==> src/rtl/clkdiv_pkg.sv <==
// Shared definitions for the clock divider bank.
//   CLKDIV_TOGGLE / CLKDIV_TICK : output mode encodings for cfg_mode_i
//   clog2_min1()                : address width helper, never returns less than 1
package clkdiv_pkg;

    localparam logic CLKDIV_TOGGLE = 1'b0;
    localparam logic CLKDIV_TICK   = 1'b1;

    function automatic int unsigned clog2_min1(input int unsigned n);
        int unsigned w;
        w = 1;
        while ((32'd1 << w) < n) begin
            w++;
        end
        return w;
    endfunction

endpackage

==> src/rtl/clk_div_channel.sv <==
// One divider / tick generator channel.
//   clk_i, rst_ni  : clock, asynchronous active-low reset
//   en_i           : run enable; when low count and oclk freeze, tick stays low
//   wr_i           : config write strobe for this channel (half_i, mode_i)
//   restart_i      : phase-align restart, overrides everything but reset
//   oclk_o         : divided square output (TOGGLE mode), 0 in TICK mode
//   tick_o         : one-cycle pulse at each terminal count
//   pending_o      : shadow config written but not yet applied
module clk_div_channel
    import clkdiv_pkg::*;
#(
    parameter int unsigned      CNT_W    = 27,
    parameter logic [CNT_W-1:0] DEF_HALF = '0
) (
    input  logic             clk_i,
    input  logic             rst_ni,
    input  logic             en_i,
    input  logic             wr_i,
    input  logic [CNT_W-1:0] half_i,
    input  logic             mode_i,
    input  logic             restart_i,
    output logic             oclk_o,
    output logic             tick_o,
    output logic             pending_o
);

    logic [CNT_W-1:0] cnt_q, cnt_d;
    logic [CNT_W-1:0] act_half_q, act_half_d;
    logic [CNT_W-1:0] sh_half_q, sh_half_d;
    logic             act_mode_q, act_mode_d;
    logic             sh_mode_q, sh_mode_d;
    logic             pend_q, pend_d;
    logic             oclk_q, oclk_d;
    logic             tick_q, tick_d;

    logic             tc;
    logic [CNT_W-1:0] nxt_half;
    logic             nxt_mode;

    assign tc = en_i && (cnt_q == '0);

    // Configuration in force after a terminal count; uses the shadow as it was
    // before any write landing on the same cycle.
    assign nxt_half = pend_q ? sh_half_q : act_half_q;
    assign nxt_mode = pend_q ? sh_mode_q : act_mode_q;

    always_comb begin
        cnt_d      = cnt_q;
        act_half_d = act_half_q;
        act_mode_d = act_mode_q;
        sh_half_d  = sh_half_q;
        sh_mode_d  = sh_mode_q;
        pend_d     = pend_q;
        oclk_d     = oclk_q;
        tick_d     = 1'b0;

        if (restart_i) begin
            // A write on the restart cycle is merged first so the restart uses it.
            if (wr_i) begin
                sh_half_d = half_i;
                sh_mode_d = mode_i;
            end
            act_half_d = sh_half_d;
            act_mode_d = sh_mode_d;
            cnt_d      = sh_half_d;
            oclk_d     = 1'b0;
            pend_d     = 1'b0;
        end else begin
            if (tc) begin
                act_half_d = nxt_half;
                act_mode_d = nxt_mode;
                cnt_d      = nxt_half;
                pend_d     = 1'b0;
                tick_d     = 1'b1;
                oclk_d     = (nxt_mode == CLKDIV_TICK) ? 1'b0 : ~oclk_q;
            end else if (en_i) begin
                cnt_d = cnt_q - 1'b1;
            end
            if (wr_i) begin
                sh_half_d = half_i;
                sh_mode_d = mode_i;
                pend_d    = 1'b1;
            end
        end
    end

    always_ff @(posedge clk_i or negedge rst_ni) begin
        if (!rst_ni) begin
            cnt_q      <= DEF_HALF;
            act_half_q <= DEF_HALF;
            act_mode_q <= CLKDIV_TOGGLE;
            sh_half_q  <= DEF_HALF;
            sh_mode_q  <= CLKDIV_TOGGLE;
            pend_q     <= 1'b0;
            oclk_q     <= 1'b0;
            tick_q     <= 1'b0;
        end else begin
            cnt_q      <= cnt_d;
            act_half_q <= act_half_d;
            act_mode_q <= act_mode_d;
            sh_half_q  <= sh_half_d;
            sh_mode_q  <= sh_mode_d;
            pend_q     <= pend_d;
            oclk_q     <= oclk_d;
            tick_q     <= tick_d;
        end
    end

    assign oclk_o    = oclk_q;
    assign tick_o    = tick_q;
    assign pending_o = pend_q;

endmodule

==> src/rtl/clk_divider_bank.sv <==
// Bank of NUM_CH independent, runtime-programmable clock dividers.
//   clk_i, rst_ni    : clock, asynchronous active-low reset
//   en_i             : per-channel run enable
//   cfg_wr_i         : one-cycle config write strobe, addressed by cfg_ch_i
//   cfg_half_i       : new half-period H (TC every H+1 cycles)
//   cfg_mode_i       : 0 = TOGGLE square wave, 1 = TICK pulse
//   sync_restart_i   : restart every channel in phase from its shadow config
//   oclk_o           : divided square outputs
//   tick_o           : terminal-count pulses
//   cfg_pending_o    : per-channel shadow config awaiting the next TC
module clk_divider_bank
    import clkdiv_pkg::*;
#(
    parameter int unsigned              NUM_CH   = 2,
    parameter int unsigned              CNT_W    = 27,
    parameter logic [NUM_CH*CNT_W-1:0]  DEF_HALF = {27'd9999999, 27'd24999999},
    parameter int unsigned              CH_W     = clog2_min1(NUM_CH)
) (
    input  logic              clk_i,
    input  logic              rst_ni,
    input  logic [NUM_CH-1:0] en_i,
    input  logic              cfg_wr_i,
    input  logic [CH_W-1:0]   cfg_ch_i,
    input  logic [CNT_W-1:0]  cfg_half_i,
    input  logic              cfg_mode_i,
    input  logic              sync_restart_i,
    output logic [NUM_CH-1:0] oclk_o,
    output logic [NUM_CH-1:0] tick_o,
    output logic [NUM_CH-1:0] cfg_pending_o
);

    logic [NUM_CH-1:0] wr_sel;

    for (genvar i = 0; i < NUM_CH; i++) begin : g_ch
        // Addresses at or above NUM_CH match no channel and are dropped.
        assign wr_sel[i] = cfg_wr_i && (cfg_ch_i == CH_W'(i));

        clk_div_channel #(
            .CNT_W    (CNT_W),
            .DEF_HALF (DEF_HALF[i*CNT_W +: CNT_W])
        ) u_ch (
            .clk_i     (clk_i),
            .rst_ni    (rst_ni),
            .en_i      (en_i[i]),
            .wr_i      (wr_sel[i]),
            .half_i    (cfg_half_i),
            .mode_i    (cfg_mode_i),
            .restart_i (sync_restart_i),
            .oclk_o    (oclk_o[i]),
            .tick_o    (tick_o[i]),
            .pending_o (cfg_pending_o[i])
        );
    end

endmodule

==> config.mk <==
export PLATFORM = sky130hd
export DESIGN_NAME = clk_divider_bank
export DESIGN_NICKNAME = d
export VERILOG_FILES = /design/src/rtl/clkdiv_pkg.sv /design/src/rtl/clk_div_channel.sv /design/src/rtl/clk_divider_bank.sv
export SDC_FILE = /design/constraint.sdc
export NUM_CORES = 1
export LEC_CHECK = 0
export BUFFER_PORTS_ARGS = -buffer_cell sky130_fd_sc_hd__buf_2
export CORE_MARGIN = 3
export CORE_UTILIZATION = 55
export DETAILED_ROUTE_END_ITERATION = 7
export PLACE_DENSITY = 0.72
export SETUP_SLACK_MARGIN = 0.15
export SYNTH_ARGS = -nofsm -noshare
export SYNTH_HDL_FRONTEND = slang
export SYNTH_SLANG_ARGS = --single-unit
export TNS_END_PERCENT = 10
==> constraint.sdc <==
create_clock -name clk_i -period 3 [get_ports clk_i]
set_input_delay 0.3 -clock clk_i [delete_from_list [all_inputs] [get_ports clk_i]]
set_output_delay 0.3 -clock clk_i [all_outputs]
set_load 0.02 [all_outputs]
==> metrics.csv, run 1 <==
metric,value,unit
final_layout_size_suffix_gt1_frac,0.295,
outcome,completed,
detailedRoute.firstIterationViolations,519,
drcViolationCount,0,
maxCapViolCount,0,
initial_antenna_violation_count,0,
period_share,0.942,
synth-seq-area-share,0.489,
tritoncts,yes,
synthCells,889,
hpwl,16900,um
edff_count_synth,0,
total_number_of_yosys_warnings,0,
start_kind,register,
design.final.nets,969,
final_area,10200,um2
arrival,3.19,ns
actual_slew_at_the_worst_max_slew_pin,1.02,ns
peakVddDrop,476,uV
path_class,register to register,
clkTransAtPathRegs,0.06,ns
crit_chain,or4_1 -> or4_4 -> or4_4 -> o21ai_0 -> a311o_1,
clock_sinks,172,
power_density,629,nW/um2
clock_tree.htree_level_count,4,
grt_max_degree,81,
most-common-layout-cells,"nand2_1, dfstp_2, mux2i_1",
chipHeight,134,um
clockBufferDepth,2,
die_wd,134,um
fin_skew,0.0110,ns
timing_max_transition_violations_final,0,
synthesis.nets,926,
wirelength,24100,um
hp-class,input pin to register,
endpoint_kind,register,
cts_root_buf,clkbuf_16,
worst_skew_pair.late_latency,0.43,ns
floorplan.rows,46,
most_used_flip_flop_cell_after_synthesis,dfstp_2,
cts_inserted_buffers,17,
timing.critical_path.fanout_max,17,
ys_seq_elements,172,
syn-cell-area,9040,um2
design.core.area,16000,um2
initial_core_util,0.565,
diodes,0,
drt_first_pass_iters,7,
final-hold-violation-count,0,
grt_first_pass_wirelength,38700,um
placed_area,9610,um2
post_drt_via_cell_ratio,6.27,
final.min_clock_period,2.82,ns
worstPathRequired,3.36,ns
worst_path_most_repeated_cell,or4_4,
design.die.area,18000,um2
tns,0,ns
setup_viol_count_final,0,
syn_to_final_growth,13.2,%
io-pin-count,41,
synthDistinctLibCells,68,
gp_congestion,0.945,
route.vias.total,7280,
max_freq,0.354,GHz
asyncSetResetFlopFracSynth,1.00,
synth_area_per_cell,10.2,um2
crit_path_max_incr_delay,0.66,ns
grt_pass1_vias,7124,
port_buffer_count,40,
grt_overflow_total,0,
drt-wirelength-per-cell,20.8,um
critical_path.slowest_cell,or4_4,
slew_headroom,0.319,
gr-usage-all-layers,0.274,
cellLeakagePower,4.32,nW
rsz0062_at_grt,true,
route.antenna.remaining_nets,0,
-- flip-flops by register name (all words and copies together), names as in the netlist --
signal and count:
g_ch.u_ch.act_half_q 54, g_ch.u_ch.cnt_q 54, g_ch.u_ch.sh_half_q 54, g_ch.u_ch.act_mode_q 2, g_ch.u_ch.oclk_o 2, g_ch.u_ch.pending_o 2
g_ch.u_ch.sh_mode_q 2, g_ch.u_ch.tick_o 2
-- cells in the mapped netlist (all sizes together) (6+ instances only) --
cell / instances / area [um2]
o31ai: 16 / 120
o22ai: 6 / 43.8
or2: 9 / 56.3
a21oi: 43 / 215
nand3: 18 / 95.1
inv: 26 / 97.6
nand2: 95 / 357
nor4: 22 / 159
clkbuf: 36 / 135
a21o: 18 / 135
buf: 24 / 135
dfrtp: 79 / 1980
mux2i: 86 / 861
a22oi: 6 / 45.0
mux2: 46 / 518
or3: 11 / 68.8
o21ai: 68 / 340
nor3: 25 / 125
o211ai: 8 / 60.1
dfstp: 93 / 2440
nor2: 51 / 191
or4: 14 / 113
-- where the power goes --
| part | switching, mW | internal, mW |
|---|---|---|
| Sequential | 0.297 | 2.82 |
| Clock | 0.940 | 1.33 |
| Combinational | 0.578 | 0.471 |
-- worst max-delay path: cells and delay by family (launching register included) --
| family | cells | cell delay (ns) |
|---|---|---|
| AO/OA/AOI/OAI | 2 | 0.60 |
| AND/OR/NAND/NOR | 3 | 1.77 |
| flip-flops | 1 | 0.41 |
-- per-layer routing --
metal,up-vias,track usage,share of wire,wire (um)
met3,56,0.0473,0.047,1130
li1,3362,-,-,-
met5,-,0,0,0
met1,3639,0.363,0.43,10500
met2,223,0.450,0.49,11800
met4,0,0.111,0.033,794
-- cell type report --
type                            instances  area [um2]
Fill cell                            1315        5760
Sequential cell                       172        4420
Multi-Input combinational cell        631        4270
Timing Repair Buffer                   84         571
Clock buffer                           18         439
Tap cell                              216         270
Clock inverter                         14         166
Inverter                               26        97.6
-- path summary, 6_finish.rpt --
check                                      startpoint                    endpoint  slack [ns]  cells after the start
min                                    cfg_half_i[13]  g_ch[0].u_ch.sh_half_q[13]        0.14                      3
max reg2reg                    g_ch[0].u_ch.cnt_q[23]      g_ch[0].u_ch.cnt_q[23]        0.18                      5
max in group asynchronous                      rst_ni  g_ch[1].u_ch.act_half_q[3]        1.63                      3
min reg2reg                g_ch[0].u_ch.act_half_q[3]  g_ch[0].u_ch.act_half_q[3]        0.46                      2
min in group asynchronous                      rst_ni      g_ch[1].u_ch.cnt_q[17]        0.47                      2
max                            g_ch[0].u_ch.cnt_q[23]      g_ch[0].u_ch.cnt_q[23]        0.18                      5
-- what timing repair did --
item / 4_1_cts / 5_1_grt
setup endpoints to repair: 4 / 40
hold buffers: 1 / 0
hold endpoints to repair: 35 / 0
gates resized for setup: 1 / 4
setup buffers: 0 / 0
-- through the flow --
step	hold slack [ns]	power (mW)	cells	setup WS [ns]	util
global placement	0.388	4.15	1128	0.224	0.601
CTS	0.130	6.47	1161	0.179	0.639
detailed placement	0.386	4.18	1128	0.136	0.601
floorplan	0.00441	3.79	889	0.378	-
global route	0.139	6.74	1161	0.0506	0.640
finish	0.144	6.44	1161	0.175	0.640
-- kinds of logic after synthesis --
kind of cell | synth area share
DFF | 0.489
xor gates and xnor gates | 0.000969
muxes | 0.152
buffers and inverters | 0.0407
AOI/OAI and AO/OA | 0.165
adders and majority gates | 0.00277
and+or+nand+nor | 0.149
Power figures use the tool's default switching activity.
==> run 2: changes to the inputs <==
--- a/config.mk
+++ b/config.mk
@@ -8,6 +8,7 @@
 export BUFFER_PORTS_ARGS = -buffer_cell sky130_fd_sc_hd__buf_2
 export CORE_MARGIN = 3
 export CORE_UTILIZATION = 55
+export CTS_BUF_LIST = sky130_fd_sc_hd__clkbuf_2 sky130_fd_sc_hd__clkbuf_4 sky130_fd_sc_hd__clkbuf_8
 export DETAILED_ROUTE_END_ITERATION = 7
 export PLACE_DENSITY = 0.72
 export SETUP_SLACK_MARGIN = 0.15
==> run 2 against run 1 <==
Against the previous run:
- combinational power barely moved
- global-route usage fell by 0.20 points
- clock skew barely moved
- hold slack got worse by 0.036 ns
- via count fell by 0.85%
- utilization fell by 1.2 points
- clock-buffer cell count did not move
- non-clock buffer count did not move
- highest routed layer unchanged
==> metrics.csv, run 2 (synthesis results as in run 1) <==
metric,value,unit
outcome,completed,
actual_slew_at_the_worst_max_slew_pin,1.04,ns
initial_core_util,0.565,
initial_antenna_violation_count,0,
fin_cells,1161,
wirelength,23900,um
final-hold-violation-count,0,
start_kind,register,
place_ws,0.136,ns
route.vias.total,7218,
gr-usage-all-layers,0.272,
worst_skew_pair.late_latency,0.47,ns
cts_inserted_buffers,17,
max_freq,0.356,GHz
grt_max_degree,81,
clock_sinks,172,
setup_viol_count_final,0,
path_class,register to register,
port_buffer_count,40,
cellLeakagePower,4.23,nW
detailedRoute.firstIterationViolations,505,
drt-wirelength-per-cell,20.6,um
holdWs,0.107,ns
post_drt_via_cell_ratio,6.22,
design.die.area,18000,um2
endpoint_kind,register,
rsz0062_at_grt,true,
grt_overflow_total,0,
final.min_clock_period,2.81,ns
fin_skew,0.0108,ns
clkTransAtPathRegs,0.09,ns
design.core.area,16000,um2
placed_area,9610,um2
final_layout_size_suffix_gt1_frac,0.295,
tritoncts,yes,
place_inst,1128,
reg_top3,"g_ch.u_ch.act_half_q (54), g_ch.u_ch.cnt_q (54), g_ch.u_ch.sh_half_q (54)",
slew_headroom,0.308,
drcViolationCount,0,
die_wd,134,um
route.antenna.remaining_nets,0,
power_density,584,nW/um2
chipHeight,134,um
clockBufferDepth,2,
hp-class,input pin to register,
floorplan.rows,46,
gp_congestion,0.945,
hpwl,16900,um
grt_first_pass_wirelength,38300,um
tns,0,ns
io-pin-count,41,
clock_tree.htree_level_count,4,
arrival,3.16,ns
final_area,10000,um2
diodes,0,
design.final.nets,969,
multi_input_comb_area,4270,um2
fill_cells,1339,
finalWorstSetupSlack,0.189,ns
peakVddDrop,312,uV
drt_first_pass_iters,8,
timing.critical_path.fanout_max,8,
syn_to_final_growth,11.1,%
worstPathRequired,3.35,ns
most-common-layout-cells,"nand2_1, dfstp_2, mux2i_1",
timing_max_transition_violations_final,0,
cts_root_buf,clkbuf_8,
grt_pass1_vias,7069,
maxCapViolCount,0,
period_share,0.937,
area.sequential,4420,um2
==> run 2: cell counts in the layout (fill, tap and decap cells not counted) <==
Identical to the previous run, type by type.
==> run 2: what timing repair did <==
action                     CTS  global route
buffers inserted             0             0
resized for setup            1             4
hold buffers                 1             0
hold endpoints to repair    35             0
setup endpoints to repair    4            42
==> run 2: where the power goes <==
group	internal, mW	leakage [nW]	switching, mW
registers	2.81	1.93	0.295
clock network	0.848	0.213	0.871
logic	0.470	2.09	0.573
==> run 2: path summary, 6_finish.rpt <==
| check | depth (start not counted) | startpoint | end | slack (ns) |
|---|---|---|---|---|
| max reg2reg | 8 | g_ch[0].u_ch.cnt_q[23] | g_ch[0].u_ch.cnt_q[23] | 0.19 |
| min reg2reg | 2 | g_ch[0].u_ch.act_half_q[3] | g_ch[0].u_ch.act_half_q[3] | 0.46 |
| max | 8 | g_ch[0].u_ch.cnt_q[23] | g_ch[0].u_ch.cnt_q[23] | 0.19 |
| max in group asynchronous | 3 | rst_ni | g_ch[0].u_ch.act_half_q[11] | 1.71 |
| min in group asynchronous | 2 | rst_ni | g_ch[1].u_ch.cnt_q[14] | 0.43 |
| min | 2 | cfg_half_i[12] | g_ch[1].u_ch.sh_half_q[12] | 0.11 |
==> run 2: area by class of cell <==
cell class,count,area share
flip-flops and latches,172,0.440
multi-input cells,631,0.425
repair buffers,84,0.0568
well taps,216,0.0269
clock buffers,18,0.0247
clock inverters,14,0.0166
inverters,26,0.00971
==> run 2: through the flow <==
| stage | util | power, mW |
|---|---|---|
| floorplan | - | 3.79 |
| global placement | 0.601 | 4.15 |
| detailed placement | 0.601 | 4.18 |
| CTS | 0.627 | 5.90 |
| global route | 0.628 | 6.17 |
| finish | 0.628 | 5.87 |
==> run 2: critical path, cell delays in order (launching register included) <==
cell and delay (ns):
dfrtp_1 0.41, or4_1 0.63, or3_1 0.38, buf_4 0.17
nor4_4 0.31, buf_4 0.25, nor3_1 0.08, nor4b_1 0.15
a311o_1 0.31
==> run 2: layer usage <==
metal | global-route usage | wire length (um) | up-vias
met1 | 0.364 | 10500 | 3589
met5 | 0 | 0 | -
li1 | - | - | 3353
met2 | 0.440 | 11500 | 215
met3 | 0.0450 | 1050 | 61
met4 | 0.120 | 866 | 0
==> run 3: changes to the inputs <==
--- a/config.mk
+++ b/config.mk
@@ -6,7 +6,7 @@
 export NUM_CORES = 1
 export LEC_CHECK = 0
 export BUFFER_PORTS_ARGS = -buffer_cell sky130_fd_sc_hd__buf_2
-export CORE_MARGIN = 3
+export CORE_ASPECT_RATIO = 1.2
 export CORE_UTILIZATION = 55
 export CTS_BUF_LIST = sky130_fd_sc_hd__clkbuf_2 sky130_fd_sc_hd__clkbuf_4 sky130_fd_sc_hd__clkbuf_8
 export DETAILED_ROUTE_END_ITERATION = 7
==> run 3 against run 2 <==
Against the previous run:
- clock-buffer cell count grew 4
- final area grew 0.55%
- via count down 0.11%
- utilization shrank 0.22 points
- power up 1.6%
- fmax increased by 2.3%
- clock skew barely moved
- clock power is 7% higher
==> metrics.csv, run 3 (synthesis results as in run 1) <==
metric,value,unit
slew_headroom,0.338,
path_class,register to register,
post_drt_via_cell_ratio,6.22,
total_switching_power,1.70,mW
arrival,3.16,ns
clockBufferDepth,2,
rsz0062_at_grt,true,
wirelength,23100,um
clock_sinks,172,
power.switching_fraction,0.285,
actual_slew_at_the_worst_max_slew_pin,0.993,ns
holdCritStartpoint,cfg_mode_i,
detailedRoute.firstIterationViolations,455,
finalWorstSetupSlack,0.252,ns
max_freq,0.364,GHz
tritoncts,yes,
grt_overflow_total,0,
power_density,591,nW/um2
p_int,4.27,mW
setup_viol_count_final,0,
cts_root_buf,clkbuf_8,
cts_setup_buffers,0,
layout_commonest_cell,nand2_1,
grt_max_degree,64,
outcome,completed,
route.vias.total,7210,
r2r-start,g_ch[0].u_ch.cnt_q[23],
hpwl,16500,um
drcViolationCount,0,
worst_skew_pair.late_latency,0.47,ns
most-common-layout-cells,"nand2_1, dfstp_2, mux2i_1",
worstPathRequired,3.41,ns
pwr-share-seq,0.521,
syn_to_final_growth,11.7,%
clock_tree.htree_level_count,4,
final_layout_size_suffix_gt1_frac,0.300,
endpoint_kind,register,
timing.critical_path.fanout_max,17,
diodes,0,
route.antenna.remaining_nets,0,
initial_core_util,0.560,
grt_pass1_vias,7162,
cts_inserted_buffers,17,
tns,0,ns
design.final.nets,971,
drt_first_pass_iters,5,
initial_antenna_violation_count,0,
hp-class,input pin to register,
final_area,10100,um2
place_ws,0.277,ns
port_buffer_count,40,
clkTransAtPathRegs,0.09,ns
reg_top3,"g_ch.u_ch.act_half_q (54), g_ch.u_ch.cnt_q (54), g_ch.u_ch.sh_half_q (54)",
die_wd,119,um
period_share,0.916,
start_kind,register,
cellLeakagePower,4.25,nW
fin_skew,0.0111,ns
maxCapViolCount,0,
gp_congestion,0.939,
drt-wirelength-per-cell,19.9,um
peakVddDrop,260,uV
io-pin-count,41,
design.core.area,16100,um2
gr-usage-all-layers,0.287,
critical_path.startpoint,g_ch[0].u_ch.cnt_q[23],
combinational_group_share_of_total_power,0.171,
design.die.area,17000,um2
final-hold-violation-count,0,
chipHeight,142,um
final.min_clock_period,2.75,ns
holdWs,0.100,ns
floorplan.rows,51,
fraction_of_power_consumed_by_the_clock_network,0.307,
timing_max_transition_violations_final,0,
placed_area,9610,um2
grt_first_pass_wirelength,37700,um
power,5.97,mW
## run 3: metrics by stage
step	instances	utilization
3_3_place_gp	1126	0.595
2_1_floorplan	889	-
3_5_place_dp	1126	0.595
4_1_cts	1159	0.624
5_1_grt	1159	0.626
6_report	1159	0.626
## run 3: what timing repair did
action                     in CTS  in global routing
hold buffers                    1                  0
hold endpoints to repair       24                  0
resized for setup               0                  8
setup endpoints to repair       0                 21
## run 3: cell type report
cell class,count,area (um2)
clock inverter,10,163
sequential,172,4420
inverter,26,97.6
fill,1351,6040
multi-input combinational,631,4300
clock buffer,22,290
tap,212,265
timing repair buffer,86,569
## run 3: worst paths after layout
| path | endpoint | slack [ns] | cells after the start |
|---|---|---|---|
| worst max-delay path | g_ch[0].u_ch.cnt_q[3] | 0.25 | 6 |
| worst min-delay path | g_ch[1].u_ch.sh_mode_q | 0.10 | 2 |
| worst max register to register | g_ch[0].u_ch.cnt_q[3] | 0.25 | 6 |
| worst min register to register | g_ch[0].u_ch.act_half_q[16] | 0.46 | 2 |
| max in group asynchronous | g_ch[1].u_ch.sh_half_q[10] | 1.66 | 3 |
| min in group asynchronous | g_ch[1].u_ch.act_half_q[17] | 0.40 | 2 |
## run 3: critical path, stage by stage, from the launching register on
cell	delay, ns
dfrtp_1	0.41
or4_1	0.66
or4_4	0.47
or4_4	0.64
a2bb2oi_2	0.20
a21oi_1	0.15
a2bb2oi_1	0.17
## run 3: routing by layer
| layer | share of wire | GRT usage | wire [um] |
|---|---|---|---|
| met2 | 0.51 | 0.491 | 11800 |
| met4 | 0.027 | 0.117 | 622 |
| met3 | 0.033 | 0.0401 | 770 |
| met5 | 0 | 0 | 0 |
| met1 | 0.43 | 0.367 | 9860 |
## run 3: power groups by stage
| stage | sequential (mW) | clock (mW) | combinational, mW |
|---|---|---|---|
| after floorplan | 3.04 | 0 | 0.756 |
| after global placement | 3.12 | 0 | 0.994 |
| after detailed placement | 3.14 | 0 | 1.02 |
| after CTS | 3.10 | 1.86 | 1.02 |
| after global routing | 3.16 | 1.95 | 1.14 |
| final | 3.11 | 1.84 | 1.02 |
